==> config.mk <==
export PLATFORM = sky130hd
export DESIGN_NAME = etapa_id_vec_param
export DESIGN_NICKNAME = d
export VERILOG_FILES = /design/src/rtl/etapa_id_vec_param.sv
export SDC_FILE = /design/constraint.sdc
export NUM_CORES = 1
export LEC_CHECK = 0
export ABC_AREA = 1
export BUFFER_PORTS_ARGS = -buffer_cell sky130_fd_sc_hd__buf_2
export CAP_MARGIN = 25
export CORE_MARGIN = 5
export CORE_UTILIZATION = 40
export DETAILED_ROUTE_END_ITERATION = 8
export PLACE_DENSITY = 0.63
export SKIP_CTS_REPAIR_TIMING = 1
export SLEW_MARGIN = 20
export SYNTH_ARGS = -nofsm -noshare
export SYNTH_HDL_FRONTEND = slang
export SYNTH_SLANG_ARGS = --single-unit
==> constraint.sdc <==
create_clock -name clk -period 2.18 [get_ports clk]
set_input_delay 0.109 -clock clk [delete_from_list [all_inputs] [get_ports clk]]
set_output_delay 0.109 -clock clk [all_outputs]
set_load 0.01 [all_outputs]
==> src/rtl/etapa_id_vec_param.sv <==
`default_nettype none
// ============================================================================
//  Module      : etapa_id_vec_param
//  Description : Vector processor decode stage. Holds the vector and scalar
//                register files, decodes 14-bit instructions, tracks pending
//                vector writes in a scoreboard and hands decoded operands to
//                EX through a valid/ready ID/EX register.
//  Revision    : 1.0 - initial release
// ============================================================================
module etapa_id_vec_param #(
    parameter int LANES    = 4,
    parameter int ELEM_W   = 8,
    parameter int NUM_VREG = 8,
    parameter int NUM_SREG = 8
) (
    input  logic                      clk,
    input  logic                      rst,
    input  logic                      in_valid,
    output logic                      in_ready,
    input  logic [13:0]               instruccion,
    input  logic                      sel_dest,
    input  logic                      reg_rdv,
    input  logic                      reg_rds,
    input  logic                      dest_vec,
    input  logic                      wb_wrv,
    input  logic                      wb_wrs,
    input  logic [3:0]                i_dir_wr,
    input  logic [LANES*ELEM_W-1:0]   data_wrv,
    input  logic [ELEM_W-1:0]         data_wrs,
    input  logic                      out_ready,
    output logic                      out_valid,
    output logic [3:0]                opcode_out,
    output logic [2:0]                dir_dest_out,
    output logic [LANES*ELEM_W-1:0]   data_vec1,
    output logic [LANES*ELEM_W-1:0]   data_vec2,
    output logic [ELEM_W-1:0]         data_sca1,
    output logic [ELEM_W-1:0]         inmediato,
    output logic [ELEM_W-1:0]         shift,
    output logic [LANES*ELEM_W-1:0]   VFS,
    output logic [NUM_VREG-1:0]       busy_mask
);

    localparam int C_VW = LANES * ELEM_W;

    logic [C_VW-1:0]     r_vreg [NUM_VREG];
    logic [ELEM_W-1:0]   r_sreg [NUM_SREG];
    logic [NUM_VREG-1:0] r_busy;

    logic [3:0]          w_opcode;
    logic [2:0]          w_src1;
    logic [2:0]          w_src2;
    logic [2:0]          w_dest;
    logic [2:0]          w_wr_addr;
    logic [NUM_VREG-1:0] w_wbmask;
    logic [7:0]          w_busyp;
    logic [NUM_VREG-1:0] w_busy_nxt;
    logic [C_VW-1:0]     w_vec1;
    logic [C_VW-1:0]     w_vec2;
    logic [ELEM_W-1:0]   w_sca;
    logic                w_hz;
    logic                w_advance;
    logic                w_issue;
    logic                w_unused;

    // Only the low three address bits select a register.
    assign w_unused  = i_dir_wr[3];
    assign w_wr_addr = i_dir_wr[2:0];

    assign w_opcode  = instruccion[13:10];
    assign w_src1    = instruccion[5:3];
    assign w_src2    = instruccion[2:0];
    assign w_dest    = sel_dest ? {1'b0, instruccion[9:8]} : instruccion[8:6];

    // Scoreboard view with this cycle's write-back already retired; padded to
    // eight entries so any 3-bit field can index it (missing regs never busy).
    always_comb begin
        w_wbmask = '0;
        w_busyp  = '0;
        for (int i = 0; i < NUM_VREG; i++) begin
            w_wbmask[i] = wb_wrv && (int'(w_wr_addr) == i);
            w_busyp[i]  = r_busy[i] & ~w_wbmask[i];
        end
    end

    assign w_hz      = (reg_rdv & (w_busyp[w_src1] | w_busyp[w_src2])) |
                       (dest_vec & w_busyp[w_dest]);
    assign w_advance = ~out_valid | out_ready;
    assign in_ready  = w_advance & ~w_hz;
    assign w_issue   = in_valid & in_ready;

    // Operand reads with write-through from the write-back port; disabled
    // reads and out-of-range addresses yield zero.
    always_comb begin
        w_vec1 = '0;
        w_vec2 = '0;
        w_sca  = '0;
        for (int i = 0; i < NUM_VREG; i++) begin
            if (reg_rdv && (int'(w_src1) == i))
                w_vec1 = w_wbmask[i] ? data_wrv : r_vreg[i];
            if (reg_rdv && (int'(w_src2) == i))
                w_vec2 = w_wbmask[i] ? data_wrv : r_vreg[i];
        end
        for (int i = 0; i < NUM_SREG; i++) begin
            if (reg_rds && (int'(w_src2) == i))
                w_sca = (wb_wrs && (int'(w_wr_addr) == i)) ? data_wrs : r_sreg[i];
        end
    end

    // Next scoreboard: retire the write-back target, then mark a new issue
    // (set after clear so a same-register set wins).
    always_comb begin
        w_busy_nxt = '0;
        for (int i = 0; i < NUM_VREG; i++) begin
            w_busy_nxt[i] = (r_busy[i] & ~w_wbmask[i]) |
                            (w_issue & dest_vec & (int'(w_dest) == i));
        end
    end

    // Register files and scoreboard update.
    always_ff @(posedge clk) begin
        if (rst) begin
            for (int i = 0; i < NUM_VREG; i++) r_vreg[i] <= '0;
            for (int i = 0; i < NUM_SREG; i++) r_sreg[i] <= '0;
            r_busy <= '0;
        end else begin
            for (int i = 0; i < NUM_VREG; i++)
                if (w_wbmask[i]) r_vreg[i] <= data_wrv;
            for (int i = 0; i < NUM_SREG; i++)
                if (wb_wrs && (int'(w_wr_addr) == i)) r_sreg[i] <= data_wrs;
            r_busy <= w_busy_nxt;
        end
    end

    // ID/EX register: load on issue, drain when EX takes it, hold on stall.
    always_ff @(posedge clk) begin
        if (rst) begin
            out_valid    <= 1'b0;
            opcode_out   <= '0;
            dir_dest_out <= '0;
            data_vec1    <= '0;
            data_vec2    <= '0;
            data_sca1    <= '0;
            inmediato    <= '0;
            shift        <= '0;
        end else if (w_advance) begin
            if (w_issue) begin
                out_valid    <= 1'b1;
                opcode_out   <= w_opcode;
                dir_dest_out <= w_dest;
                data_vec1    <= w_vec1;
                data_vec2    <= w_vec2;
                data_sca1    <= w_sca;
                inmediato    <= ELEM_W'(instruccion[7:0]);
                shift        <= ELEM_W'(instruccion[5:3]);
            end else begin
                out_valid    <= 1'b0;
            end
        end
    end

    // Scalar registers 0..LANES-1 broadcast as a vector, lane 0 in the LSBs.
    for (genvar l = 0; l < LANES; l++) begin : g_vfs
        assign VFS[l*ELEM_W +: ELEM_W] = r_sreg[l];
    end

    assign busy_mask = r_busy;

endmodule
`default_nettype wire
Word-level counts from Yosys, hierarchy flattened. Memories as Yosys holds them, arrays and structs flattened. Cells that the tools add are included.

Add/sub/neg operators: 0. $lt $le $gt $ge: 3. Equal/unequal tests: 28. Multiply operators: 0. Muxes and demuxes: 114. Divide/modulo/power cells: 0. Reduce and logical (&&, ||, !) cells: 45. Bitwise operators: 58. Shift-type cells: 0.

Operators by type and width (number): $mux W32 (32); $mux W8 (24); $mux W1 (54); $eq A3 B3 Y1 const B (16); $logic_and A1 B1 Y1 (40); $or A1 B1 Y1 (27); $eq A3 B2 Y1 const B (8); $and A1 B1 Y1 (21); $eq A3 B1 Y1 const B (4); $logic_not A3 Y1 (4); $lt A3 B4 Y1 const B (3); $not A1 Y1 (10); $bmux W1 S3 (3); $mux W3 (1); $reduce_and A2 Y1 (1).

Latch bits: 0. Input port bits: 68. Bits in writable memories: 320. Memory bits (read-only): 0. Bits in registers: 99. Memories: 2.

Memory list: r_vreg (words 8, bits a word 32, read ports 8, clocked after memory_dff 0, wr ports 8, RTL line 45) `logic [C_VW-1:0] r_vreg [NUM_VREG];`; r_sreg (words 8, bits a word 8, read ports 8, clocked after memory_dff 0, wr ports 8, RTL line 46) `logic [ELEM_W-1:0] r_sreg [NUM_SREG];`.

Logic depth before layout (Yosys ltp). Gate-level depths: netlist of run 1.

Word-level depth: 15. Mapped depth: 19. Mapped depth without buffers: 18.

Worst setup path before layout of run 1. Ideal clock, no wire load.

Path type: input to register. Start point: in rst. End point: mem r_vreg[0][0] (netlist bit) (enable). Required time: 1.791 ns. Path buffers: 3. Arrival time: 1.745 ns. Stages on the path: 5. Path slack: 0.045 ns. Cell sequence: clkbuf_1 clkinv_1 clkbuf_1 buf_1 nand2_1.

RTL lines: from (decl) (RTL line 17) `input logic rst,`; to (decl) (RTL line 45).

Worst setup path in the final report of run 1.
Start point: reg r_busy[6] (netlist: busy_mask[6]). End point: out in_ready.

Word-level cells in the longest chain between the ends: 8.

Ends and longest elaborated chain: from (decl) (RTL line 47) `logic [NUM_VREG-1:0] r_busy;`; from (signal assigned) (RTL line 130) `r_busy <= w_busy_nxt;`; $and A1 B1 Y1 * (RTL line 81) `w_busyp[i] = r_busy[i] & ~w_wbmask[i];`; $bmux W1 S3 (RTL line 85) `assign w_hz = (reg_rdv & (w_busyp[w_src1] | w_busyp[w_src2])) |`; $mux W1 (implied by the code) (RTL line 85); $or A1 B1 Y1 (RTL line 85); $and A1 B1 Y1 (RTL line 85); $or A1 B1 Y1 * (RTL line 85); $not A1 Y1 * (RTL line 88) `assign in_ready = w_advance & ~w_hz;`; $and A1 B1 Y1 * (RTL line 88); to (decl) (RTL line 19) `output logic in_ready,`.

Mark *: on every way between the ends. The rest lies on a longest branch, timed or not. The select of a mux whose other input is x is not followed.

==> results.sh, run 1 <==
export IMPL_viasPerCell=5.37
export IMPL_wl_per_cell_um=19.6
export IMPL_avgSynthCellArea_sq_um=7.54
export IMPL_start_util=0.406
export IMPL_drc=0
export IMPL_gp_congestion=0.917
export IMPL_dr_pass1_iters=6
export IMPL_p_leak_nw=11.7
export IMPL_fp_dieH_um=247
export IMPL_antenna_found_initial=2
export IMPL_cts_tree="built"
export IMPL_hold_viol=6
export IMPL_worstPathArrival_ns=1.98
export IMPL_min_path_type="input port to flop"
export IMPL_end_kind="output pin"
export IMPL_grt_pass1_wl_um=118000
export IMPL_drv_slew=0
export IMPL_fin_crit_ns=2.09
export IMPL_place_ws_ns=-0.284
export IMPL_finalClockSkew_ns=0.0215
export IMPL_reg2regPathDepth=15
export IMPL_crit_fanout=4
export IMPL_crit_required_ns=2.07
export IMPL_setup_viol=0
export IMPL_tightestPinTransition_ns=0.719
export IMPL_min_period_over_period=0.958
export IMPL_ys_async_sr_fraction=0
export IMPL_maxSlewHeadroom=0.520
export IMPL_die_w_um=247
export IMPL_power_net_switching_mw=5.69
export IMPL_final_util=0.494
export IMPL_combPwrFrac=0.153
export IMPL_whs_path_depth=3
export IMPL_ios=205
export IMPL_clkPwrFrac=0.389
export IMPL_htreeDepth=2
export IMPL_path_class="flop to output pin"
export IMPL_clock_sinks=416
export IMPL_setup_worst_path_start_class="flop"
export IMPL_max_cap_violations=0
export IMPL_core_area_sq_mm=0.0554
export IMPL_vias=21683
export IMPL_synth_area_sq_mm=0.0225
export IMPL_overflow=0
export IMPL_powerDensity_mw_per_mm2=753
export IMPL_rows=86
export IMPL_finalWorstSetupSlack_ns=0.0923
export IMPL_cts_buffer_depth=3
export IMPL_die_area_sq_mm=0.0610
export IMPL_ant_nets=0
export IMPL_wl_um=79100
export IMPL_ys_flop_type="edfxtp_1"
export IMPL_switching_share=0.276
export IMPL_status="finished, violations left"
export IMPL_fillers=5275
export IMPL_syn_instance_count=2979
export IMPL_insertion_delay_ns=0.59
export IMPL_violations="hold timing"
export IMPL_clk_pin_slew_ns=0.06
export IMPL_cts_root_buf="clkbuf_16"
export IMPL_final_nets=3322
export IMPL_synth_edf_count=320
export IMPL_ir_worst_vdd_mv=0.522
export IMPL_p_int_mw=14.9
export IMPL_max_freq_mhz=479
export IMPL_cts_buffers=47
export IMPL_grt_pass1_vias=19924
export IMPL_pwr_share_seq=0.457
export IMPL_grt_use_total=0.248
export IMPL_ys_types=31
export IMPL_grt_max_degree=72
export IMPL_initialDrtViolationCount=2356
export IMPL_synth_seq_cells=416
export IMPL_port_buffers=198
export IMPL_place_hpwl_um=55200
export IMPL_seq_area_frac_synth=0.513
export IMPL_worst_hold_slack_ns=-0.0170
export IMPL_ys_warn_count=0
export IMPL_area_delta_synth_final_pct=21.7
export IMPL_drive_gt1_frac=0.159
-- cell usage after synthesis, types with 5 or more instances --
| cell type | count | area share |
|---|---|---|
| nand2_1 | 945 | 0.16 |
| nor2_1 | 616 | 0.10 |
| edfxtp_1 | 320 | 0.43 |
| o21ai_0 | 268 | 0.060 |
| inv_1 | 176 | 0.029 |
| clkbuf_1 | 155 | 0.026 |
| dfxtp_1 | 96 | 0.086 |
| a21oi_1 | 82 | 0.018 |
| nand4_1 | 77 | 0.021 |
| o211ai_1 | 74 | 0.025 |
| nand3_1 | 33 | 0.0073 |
| nor3_1 | 25 | 0.0056 |
| buf_2 | 23 | 0.0051 |
| buf_1 | 15 | 0.0025 |
| buf_4 | 12 | 0.0040 |
| o2111ai_1 | 12 | 0.0047 |
| nor4_1 | 10 | 0.0028 |
| buf_6 | 7 | 0.0035 |
| inv_2 | 5 | 0.00084 |
-- layout make-up --
| class | instances | area, sq um | share of cell area |
|---|---|---|---|
| diodes | 1 | 2.50 | 0.0000915 |
| clock buffers | 64 | 1340 | 0.0490 |
| clock inverters | 21 | 194 | 0.00709 |
| inverters | 185 | 696 | 0.0254 |
| multi-input cells | 2170 | 9410 | 0.344 |
| flip-flops and latches | 416 | 11500 | 0.422 |
| well taps | 748 | 936 | 0.0342 |
| repair buffers | 434 | 3250 | 0.119 |
-- kinds of logic after synthesis --
| family | Yosys count | synth area share |
|---|---|---|
| other cells | 1 | 0.000167 |
| buf+inv | 397 | 0.0719 |
| flops | 416 | 0.513 |
| simple gates | 1721 | 0.305 |
| compound gates | 444 | 0.110 |
-- worst max-delay path, cell delays in order (launching register included) --
cell	delay, ns
dfxtp_2	0.35
nand3_1	0.08
nand2_1	0.07
o21ai_2	0.16
nand2_2	0.07
buf_4	0.13
nor2_1	0.08
nor2_1	0.05
nor2_2	0.16
buf_6	0.12
buf_2	0.13
-- worst paths after layout --
| path | start | to | slack (ns) |
|---|---|---|---|
| worst max-delay path | busy_mask[6] | in_ready | 0.09 |
| worst min register to register | inmediato[2] | inmediato[2] | 0.46 |
| worst max register to register | busy_mask[4] | data_vec1[15] | 0.23 |
| worst min-delay path | data_wrv[4] | r_vreg[0][4] | -0.02 |
-- state kept, by name, summed over array words and instances, names as in the netlist, 4 cells and up --
register and count:
r_vreg 256, r_sreg 64, data_sca1 8, data_vec2 32, opcode_out 4, busy_mask 8
data_vec1 32, inmediato 8
-- power by group through the flow --
stage | logic, mW | clock network [mW] | registers, mW
2_1_floorplan | 1.69 | 0 | 9.61
3_3_place_gp | 3.02 | 0 | 9.56
3_5_place_dp | 3.06 | 0 | 9.58
4_1_cts | 3.07 | 8.12 | 9.41
5_1_grt | 3.48 | 8.43 | 9.47
6_report | 3.16 | 8.02 | 9.42
-- metrics by stage --
step           total power, mW  TNS (ns)  instance area, sq um  cells
6_report                  20.6         0                 27400   4039
5_1_grt                   21.4   -0.0142                 27400   4038
4_1_cts                   20.6    -0.321                 27000   4005
3_5_place_dp              12.6     -6.61                 25500   3920
3_3_place_gp              12.6     -5.99                 25500   3920
2_1_floorplan             11.3         0                 22500   2983
-- placed cells by master, fill, tap and decap left out, drive strengths merged, types with 5 or more instances in the layout --
cell type,synthesis,routed
a21oi,82,82
o211ai,74,74
nor3,25,25
clkinv,4,16
nand3,37,37
inv,181,184
dfxtp,96,96
o2111ai,12,12
conb,1,5
nand2,945,945
edfxtp,320,320
nor4,10,10
nor2,619,619
o21ai,271,271
buf,57,403
dlygate4sd3,0,31
clkbuf,155,64
nand4,80,80
-- layer usage --
layer  up-vias  track usage  wire length (um)  share of wire
li1      10293            -                 -              -
met1     10151        0.341             32500           0.41
met2      1083        0.394             35800           0.45
met3       154       0.0585              8750           0.11
met4         2       0.0709              2050          0.026
met5         -            0                 7       0.000088
(Power assumes the default switching activity.)
==> inputs of run 2 (changes only) <==
--- a/config.mk
+++ b/config.mk
@@ -7,7 +7,7 @@
 export LEC_CHECK = 0
 export ABC_AREA = 1
 export BUFFER_PORTS_ARGS = -buffer_cell sky130_fd_sc_hd__buf_2
-export CAP_MARGIN = 25
+export CAP_MARGIN = 20
 export CORE_MARGIN = 5
 export CORE_UTILIZATION = 40
 export DETAILED_ROUTE_END_ITERATION = 8
==> constraint.sdc (replaced) <==
create_clock -name clk -period 1.8 [get_ports clk]
set_input_delay 0.09 -clock clk [delete_from_list [all_inputs] [get_ports clk]]
set_output_delay 0.09 -clock clk [all_outputs]
set_load 0.01 [all_outputs]
==> results.sh, run 2 (synthesis results as in run 1) <==
export IMPL_finalClockSkew_ns=0.0239
export IMPL_p_leak_nw=12.5
export IMPL_grt_max_degree=48
export IMPL_largest_registers="r_vreg: 256 flops, r_sreg: 64 flops"
export IMPL_maxSlewHeadroom=0.432
export IMPL_min_path_type="input port to flop"
export IMPL_grt_pass1_vias=20670
export IMPL_cts_buffer_depth=3
export IMPL_finalWorstSetupSlack_ns=-0.254
export IMPL_initialDrtViolationCount=2349
export IMPL_power_net_switching_mw=6.91
export IMPL_fin_crit_ns=2.05
export IMPL_vias=22237
export IMPL_area_delta_synth_final_pct=28.2
export IMPL_crit_required_ns=1.71
export IMPL_clock_sinks=416
export IMPL_grt_pass1_wl_um=122000
export IMPL_mostFrequentLayoutCell="nand2_1"
export IMPL_max_cap_violations=0
export IMPL_worstPathArrival_ns=1.96
export IMPL_overflow=0
export IMPL_violations="hold timing, setup timing"
export IMPL_wl_per_cell_um=19.4
export IMPL_cts_tree="built"
export IMPL_dr_pass1_iters=6
export IMPL_reg2reg_slack_ns=-0.10
export IMPL_reg2regPathDepth=14
export IMPL_die_area_sq_mm=0.0610
export IMPL_cts_buffers=45
export IMPL_grt_util_met2=0.401
export IMPL_path_class="flop to output pin"
export IMPL_pwr_share_seq=0.444
export IMPL_setup_worst_path_start_class="flop"
export IMPL_core_area_sq_mm=0.0554
export IMPL_place_hpwl_um=56900
export IMPL_drc=0
export IMPL_wl_um=81300
export IMPL_switching_share=0.269
export IMPL_start_util=0.406
export IMPL_port_buffers=198
export IMPL_drive_gt1_frac=0.200
export IMPL_htreeDepth=2
export IMPL_grt_busiest_layer="met2"
export IMPL_tightestPinTransition_ns=0.846
export IMPL_r2r_start="busy_mask[7]"
export IMPL_clk_pin_slew_ns=0.06
export IMPL_combPwrFrac=0.161
export IMPL_setup_viol=39
export IMPL_die_w_um=247
export IMPL_holdPathEnd="r_vreg[0][48]"
export IMPL_fp_dieH_um=247
export IMPL_mostFrequentLayoutCells="927 x nand2_1, 603 x nor2_1, 320 x edfxtp_1"
export IMPL_use_met3=0.0560
export IMPL_whs_path_depth=3
export IMPL_crit_fanout=6
export IMPL_insertion_delay_ns=0.59
export IMPL_ant_nets=0
export IMPL_min_period_over_period=1.14
export IMPL_final_nets=3463
export IMPL_end_kind="output pin"
export IMPL_viasPerCell=5.32
export IMPL_cts_root_buf="clkbuf_16"
export IMPL_gp_congestion=0.893
export IMPL_rows=86
export IMPL_hold_viol=5
export IMPL_clkPwrFrac=0.395
export IMPL_status="finished, violations left"
export IMPL_antenna_found_initial=3
export IMPL_hold_start="data_wrv[16]"
export IMPL_largest_register_ffs=256
export IMPL_worst_hold_slack_ns=-0.0163
export IMPL_powerDensity_mw_per_mm2=891
export IMPL_ios=205
export IMPL_rr_endpoint="busy_mask[1]"
export IMPL_max_freq_mhz=487
export IMPL_grt_use_total=0.256
export IMPL_drv_slew=0
export IMPL_final_util=0.520
export IMPL_ir_worst_vdd_mv=0.588
export IMPL_rsz0062_at_grt="true"
export IMPL_met1_usage=0.357
export IMPL_setup_tns_ns=-1.64
export IMPL_p_int_mw=18.8
export IMPL_regMostFlops="r_vreg"
[run 2: cell types whose count changed in the layout (fill, tap and decap cells not counted), sizes merged]
cell / previous run / this run
bufinv: 3 / 8
clkinv: 16 / 18
clkinvlp: 3 / 1
buf: 403 / 544
clkbuf: 64 / 62
inv: 184 / 182
[run 2: power groups by stage]
stage	clock (mW)	combinational, mW	sequential [mW]
global placement	0	3.84	11.6
CTS	10.3	3.92	11.4
finish	10.1	4.13	11.4
detailed placement	0	3.90	11.6
floorplan	0	2.05	11.6
global route	10.7	4.51	11.5
[run 2: stage by stage]
stage	worst slack, ns	instance area (sq um)	cells	power (mW)
3_3_place_gp	-0.689	26600	4057	15.4
6_report	-0.254	28800	4181	25.7
5_1_grt	-0.357	28800	4181	26.7
4_1_cts	-0.700	28200	4141	25.6
2_1_floorplan	-0.0645	22500	2983	13.7
3_5_place_dp	-0.632	26600	4057	15.5
[run 2: worst max-delay path by stage]
stage,cells after the start,startpoint,end,slack (ns)
2_1_floorplan,5,rst,r_vreg[0][100],-0.06
3_3_place_gp,13,wb_wrv,busy_mask[2],-0.69
3_5_place_dp,13,wb_wrv,busy_mask[2],-0.63
4_1_cts,12,busy_mask[3],in_ready,-0.70
5_1_grt,11,busy_mask[4],in_ready,-0.36
6_report,11,busy_mask[4],in_ready,-0.25
[run 2: critical path: stages, from the launching register on]
cell,delay (ns)
dfxtp_2,0.33
buf_6,0.12
a21oi_2,0.11
nor2_1,0.06
nand2_1,0.06
nand2_2,0.05
buf_4,0.13
nor2_2,0.07
nor2_1,0.05
nor2_2,0.15
buf_6,0.14
buf_6,0.10
[run 2: routing by layer]
layer | up-vias | routed length, um | share of wire
met5 | - | 21 | 0.00026
met4 | 4 | 2090 | 0.026
met3 | 164 | 8380 | 0.10
met2 | 1067 | 36300 | 0.45
met1 | 10422 | 34500 | 0.42
li1 | 10580 | - | -
[run 2: area by class of cell]
type                    count  area (sq um)
well taps                 748           936
diodes                      1          2.50
fillers                  5197         26600
clock inverters            24           323
clock buffers              60          1280
inverters                 185           696
flip-flops and latches    416         11500
multi-input cells        2170          9480
repair buffers            577          4540
